### src/rtl/wb_initiator.sv
// Wishbone pipelined-mode initiator: single-beat valid/ready requests in,
// pipelined strobes out, one in-order response per ack.
//
// Optional watchdog abort: define WB_TIMEOUT_EN to enable it.
//
// Parameters
//   MAX_TXN  accepted-but-unacked transaction limit (1..15)
//   TIMEOUT  idle cycles with work outstanding before abort (WB_TIMEOUT_EN)
//
// Ports
//   clk, rst                       clock, synchronous active-high reset
//   req_valid/req_ready            request handshake
//   req_addr/req_data/req_we       request payload
//   rsp_valid/rsp_data/rsp_we      one-cycle response pulse, no backpressure
//   rsp_err                        response is a timeout abort
//   busy                           cycle open or transactions outstanding
//   wb_addr/wb_data_w/wb_we        registered bus request fields
//   wb_stb/wb_cyc                  registered bus strobe / cycle
//   wb_data_r/wb_ack/wb_stall      slave read data, acknowledge, stall
module wb_initiator #(
    parameter int MAX_TXN = 4,
    parameter int TIMEOUT = 1024
) (
    input  logic        clk,
    input  logic        rst,
    input  logic        req_valid,
    output logic        req_ready,
    input  logic [31:0] req_addr,
    input  logic [31:0] req_data,
    input  logic        req_we,
    output logic        rsp_valid,
    output logic [31:0] rsp_data,
    output logic        rsp_we,
    output logic        rsp_err,
    output logic        busy,
    output logic [31:0] wb_addr,
    output logic [31:0] wb_data_w,
    input  logic [31:0] wb_data_r,
    output logic        wb_we,
    output logic        wb_stb,
    output logic        wb_cyc,
    input  logic        wb_ack,
    input  logic        wb_stall
);

    localparam int PW = (MAX_TXN > 1) ? $clog2(MAX_TXN) : 1;

`ifdef WB_TIMEOUT_EN
    typedef enum logic [1:0] {S_IDLE, S_BUS, S_ABORT} state_e;
`else
    typedef enum logic [1:0] {S_IDLE, S_BUS} state_e;
`endif

    state_e            state_q;
    logic [3:0]        outstanding_q;
    logic [3:0]        outstanding_d;
    logic [MAX_TXN-1:0] fifo_q;
    logic [PW-1:0]     rd_ptr_q;
    logic [PW-1:0]     wr_ptr_q;

    logic [31:0]       wb_addr_q;
    logic [31:0]       wb_data_w_q;
    logic              wb_we_q;
    logic              wb_stb_q;
    logic              wb_cyc_q;

    logic              rsp_valid_q;
    logic [31:0]       rsp_data_q;
    logic              rsp_we_q;

    logic              stall_ok;
    logic              not_abort;
    logic              accept;
    logic              ack_v;

    function automatic logic [PW-1:0] ptr_inc(input logic [PW-1:0] p);
        return (p == PW'(MAX_TXN - 1)) ? '0 : p + PW'(1);
    endfunction

`ifdef WB_TIMEOUT_EN
    localparam int WW = $clog2(TIMEOUT + 1);

    logic [WW-1:0] wdog_q;
    logic [WW-1:0] wdog_d;
    logic          timeout;
    logic          rsp_err_q;

    assign not_abort = (state_q != S_ABORT);

    always_comb begin
        wdog_d = '0;
        if (!accept && !ack_v && outstanding_q != 4'd0) begin
            wdog_d = wdog_q + WW'(1);
        end
    end

    // An accept or ack in the expiry cycle counts as progress.
    assign timeout = (state_q == S_BUS) && (wdog_q == WW'(TIMEOUT))
                     && !accept && !ack_v;
    assign rsp_err = rsp_err_q;
`else
    assign not_abort = 1'b1;
    assign rsp_err   = 1'b0;
`endif

    // Ready never looks at wb_ack; a freed slot shows up a cycle later.
    assign stall_ok  = !wb_stb_q || !wb_stall;
    assign req_ready = !rst && not_abort && stall_ok
                       && (outstanding_q < 4'(MAX_TXN));
    assign accept    = req_valid && req_ready;
    assign ack_v     = wb_ack && wb_cyc_q;

    assign outstanding_d = outstanding_q + 4'(accept) - 4'(ack_v);

    always_ff @(posedge clk) begin
        if (rst) begin
            state_q       <= S_IDLE;
            outstanding_q <= '0;
            fifo_q        <= '0;
            rd_ptr_q      <= '0;
            wr_ptr_q      <= '0;
            wb_addr_q     <= '0;
            wb_data_w_q   <= '0;
            wb_we_q       <= 1'b0;
            wb_stb_q      <= 1'b0;
            wb_cyc_q      <= 1'b0;
            rsp_valid_q   <= 1'b0;
            rsp_data_q    <= '0;
            rsp_we_q      <= 1'b0;
`ifdef WB_TIMEOUT_EN
            rsp_err_q     <= 1'b0;
            wdog_q        <= '0;
`endif
        end else begin
            rsp_valid_q   <= ack_v;
            outstanding_q <= outstanding_d;
`ifdef WB_TIMEOUT_EN
            rsp_err_q     <= 1'b0;
            wdog_q        <= wdog_d;
`endif
            if (ack_v) begin
                rsp_data_q <= wb_data_r;
                rsp_we_q   <= fifo_q[rd_ptr_q];
                rd_ptr_q   <= ptr_inc(rd_ptr_q);
            end

            // Accept is only possible when the current strobe is not stalled,
            // so a held request is never overwritten.
            if (accept) begin
                wb_addr_q        <= req_addr;
                wb_data_w_q      <= req_data;
                wb_we_q          <= req_we;
                wb_stb_q         <= 1'b1;
                fifo_q[wr_ptr_q] <= req_we;
                wr_ptr_q         <= ptr_inc(wr_ptr_q);
            end else if (wb_stb_q && !wb_stall) begin
                wb_stb_q <= 1'b0;
            end

            unique case (state_q)
                S_IDLE: begin
                    if (accept) begin
                        state_q  <= S_BUS;
                        wb_cyc_q <= 1'b1;
                    end
                end
                S_BUS: begin
`ifdef WB_TIMEOUT_EN
                    if (timeout) begin
                        state_q       <= S_ABORT;
                        wb_cyc_q      <= 1'b0;
                        wb_stb_q      <= 1'b0;
                        rsp_valid_q   <= 1'b1;
                        rsp_err_q     <= 1'b1;
                        rsp_data_q    <= '0;
                        rsp_we_q      <= fifo_q[rd_ptr_q];
                        outstanding_q <= '0;
                        rd_ptr_q      <= '0;
                        wr_ptr_q      <= '0;
                        wdog_q        <= '0;
                    end else
`endif
                    if (outstanding_d == 4'd0 && !accept) begin
                        state_q  <= S_IDLE;
                        wb_cyc_q <= 1'b0;
                    end
                end
`ifdef WB_TIMEOUT_EN
                S_ABORT: begin
                    state_q <= S_IDLE;
                end
`endif
                default: begin
                    state_q  <= S_IDLE;
                    wb_cyc_q <= 1'b0;
                end
            endcase
        end
    end

    assign busy      = wb_cyc_q || (outstanding_q != 4'd0);
    assign wb_addr   = wb_addr_q;
    assign wb_data_w = wb_data_w_q;
    assign wb_we     = wb_we_q;
    assign wb_stb    = wb_stb_q;
    assign wb_cyc    = wb_cyc_q;
    assign rsp_valid = rsp_valid_q;
    assign rsp_data  = rsp_data_q;
    assign rsp_we    = rsp_we_q;

endmodule

### config.mk
export PLATFORM = sky130hd
export DESIGN_NAME = wb_initiator
export DESIGN_NICKNAME = d
export VERILOG_FILES = /design/src/rtl/wb_initiator.sv
export SDC_FILE = /design/constraint.sdc
export NUM_CORES = 1
export LEC_CHECK = 0
export BUFFER_PORTS_ARGS = -buffer_cell sky130_fd_sc_hd__buf_2
export CAP_MARGIN = 20
export CORE_MARGIN = 2
export CORE_UTILIZATION = 42
export CTS_CLUSTER_SIZE = 24
export DETAILED_ROUTE_END_ITERATION = 7
export GPL_TIMING_DRIVEN = 0
export PLACE_DENSITY = 0.88
export SLEW_MARGIN = 20
export SYNTH_ARGS = -nofsm -noshare
export SYNTH_HDL_FRONTEND = slang
export SYNTH_SLANG_ARGS = --single-unit
### constraint.sdc
create_clock -name clk -period 2.4 [get_ports clk]
set_input_delay 0.12 -clock clk [delete_from_list [all_inputs] [get_ports clk]]
set_output_delay 0.12 -clock clk [all_outputs]
set_load 0.05 [all_outputs]
==> metrics.yaml <==
sta:
  setup_viol_count_final: 1
  period_share_pct: 103
  holdWs_ps: 88.6
  min_period_ps: 2480
  slew_headroom_pct: 53.6
  fmax_mhz: 403
  rsz0062_at_grt: "yes"
  timing.final.hold_violations: 0
  worst_pin_slew_ps: 696
  fin_setup_tns_ps: -83.7
  fin_skew_ps: 11.4
  slew_viol_final: 0
  worst_slack_ps: -83.7
logic_synthesis:
  yosys-top-cells-count: "201 x nand2_1, 113 x dfxtp_1, 65 x nand3b_1"
  syn_area_mm2: 0.00431
  synth_area_leaders: "dfxtp_1 52%, nand2_1 17%, nand3b_1 11%"
  syn_nets: 625
  yosysTopAreaCell: "dfxtp_1"
  synth_top_area_share_pct: 52.5
  ys_seq_area_share_pct: 52.5
  yosysMostFrequentCell: "nand2_1"
  synth_cell_type_count: 32
  avgSynthCellArea_um2: 8.42
  ys_async_sr_fraction_pct: 0
  synth_edf_count: 0
  ys.flop_type: "dfxtp_1"
  ys_warn_count: 0
  synth-seq-cells: 113
  synthCells: 512
drt:
  dr.pass1.iters: 4
  route.detailed.drc: 0
  vias: 4745
  ant_nets: 0
  post_drt_wl_per_cell_um: 15.3
  drt_iter0_drc: 261
  vias_per_cell: 4.84
  wirelength_um: 15000
critical_path:
  required_ps: 2800
  cpPeakStageDelay_ps: 540
  critPathLaunchType: "flip-flop"
  cp_slowest_cell: "fa_2"
  r2r_setup_slack_ps: -80
  crit_fanout: 2
  cp_cell_sequence: "inv_2, ha_4, nor2b_4, and3_4, inv_8, ha_4, inv_2, ha_4, fa_2, nor2_1, and4_1, o41ai_2"
  cp.arrival_ps: 2880
  critical_path_class: "reg -> reg"
  endpoint_kind: "flip-flop"
  path_common_cell: "ha_4"
clock_network:
  clk_path_buf_depth: 2
  tritoncts.num_buffers: 17
  clockRootBuffer: "clkbuf_8"
  cts_tree: "done"
  cts.htree.levels: 4
  clock-sinks: 113
  path_clk_slew_ps: 60
  clk_latency_ps: 500
global_routing:
  grt_max_degree: 18
  grtUsageTotal_pct: 26.9
  grt_pass1_wl_um: 23700
  grt_pass1_vias: 4864
  grt_overflow: 0
  antenna_found_initial: 0
power:
  power.leakage_nw: 3.60
  vdd_ir_drop_max_mv: 0.702
  power-per-cell-area_mw_per_mm2: 1100
final_layout:
  nNetsFinal: 948
  syn_to_final_growth_pct: 68.6
  layout-drive-gt1-share_pct: 33.0
  design_area_mm2: 0.00727
  diodes: 0
  final_cells: 981
  fillCellCount: 660
die:
  start_util_pct: 43.7
  placementRows: 36
  die_h_um: 105
  fp.dieW_um: 105
  dieArea_mm2: 0.0111
  num_io_pins: 206
  design.core.area_mm2: 0.00986
placement:
  gp_congestion: 0.773
  post-place-cells: 849
  dp_worst_setup_slack_ps: -414
  placed_area_mm2: 0.00555
  hpwlAfterDp_um: 8320
  port_buffers: 204
hold_path:
  hold_class: "in -> reg"
job:
  maxCapViolCount: 0
status:
  status: "finished with violations"
  violations: "negative setup slack"
[stage by stage]
stage / power, W / util (%)
finish: 0.00799 / 73.7
global route: 0.00832 / 73.7
CTS: 0.00797 / 73.7
detailed placement: 0.00482 / 56.3
global placement: 0.00477 / 56.3
floorplan: 0.00421 / -
[report_power, final]
| part | switching, W | leakage [nW] | internal, W |
|---|---|---|---|
| logic | 0.00185 | 2.35 | 0.000833 |
| clock network | 0.000887 | 0.329 | 0.00203 |
| registers | 0.000181 | 0.925 | 0.00220 |
| total | 0.00292 | 3.60 | 0.00506 |
[path summary, 6_finish.rpt]
kind | start | endpoint | cells after the start
setup / recovery | outstanding_q[2] | wb_cyc | 12
hold / removal | wb_ack | rd_ptr_q[1] | 5
setup reg to reg | outstanding_q[2] | wb_cyc | 12
hold reg to reg | rsp_data[8] | rsp_data[8] | 2
[layer usage]
| layer | part of all wire (%) | vias up | routed length [um] | track usage, % |
|---|---|---|---|---|
| li1 | - | 2302 | - | - |
| met1 | 38 | 2197 | 5660 | 27.4 |
| met2 | 53 | 208 | 7960 | 50.6 |
| met3 | 6.2 | 38 | 923 | 7.36 |
| met4 | 2.8 | 0 | 420 | 11.9 |
| met5 | 0 | - | 0 | 0 |
[sequential cells by signal, indices dropped and copies added (netlist names)]
signal / count
rsp_data: 32
wb_addr: 32
wb_data_w: 32
fifo_q: 4
outstanding_q: 4
rd_ptr_q: 2
wr_ptr_q: 2
rsp_valid: 1
rsp_we: 1
wb_cyc: 1
wb_stb: 1
wb_we: 1
[cell type report]
cell class	instances	area, um^2	area share (%)
clock inverter	13	256	3.53
timing repair buffer	305	2020	27.8
tap	133	166	2.29
buffer	34	173	2.38
sequential	113	2260	31.2
inverter	14	61.3	0.843
multi-input combinational	350	1890	26.0
clock buffer	19	432	5.94
[placed cells by master (no fill, tap or decap), drive strengths merged, types with 2 or more instances in the layout]
cell,count
buf,229
nand2,201
dfxtp,113
dlygate4sd3,98
nand3b,65
a21oi,40
clkbuf,31
inv,14
ha,10
bufinv,7
nor2,6
nand3,6
o21ai,5
clkinv,4
nor2b,3
o31ai,2
clkinvlp,2
xnor2,2
[critical path, delay by kind of cell, from the launching register on]
kind | cells | cell delay (ps)
adders and majority gates | 4 | 1080
and+or+nand+nor | 4 | 560
DFF | 1 | 310
AOI/OAI and AO/OA | 1 | 280
buffers and inverters | 3 | 150
[timing repair]
action / in CTS / in global routing
pin swaps: 4 / 2
resized for setup: 10 / 0
endpoints found under the hold margin: 102 / 0
setup endpoints to repair: 1 / 1
hold buffers: 98 / 0
setup buffers: 3 / 0
[cells by family after synthesis]
kind of cell               synth area share [%]
DFF                                        52.5
other                                    0.0870
xor gates and xnor gates                  0.406
AOI/OAI and AO/OA                          6.36
adders and majority gates                  3.37
muxes                                     0.522
and+or+nand+nor                            31.5
buffers and inverters                      5.25
Power figures use the tool's default switching activity.
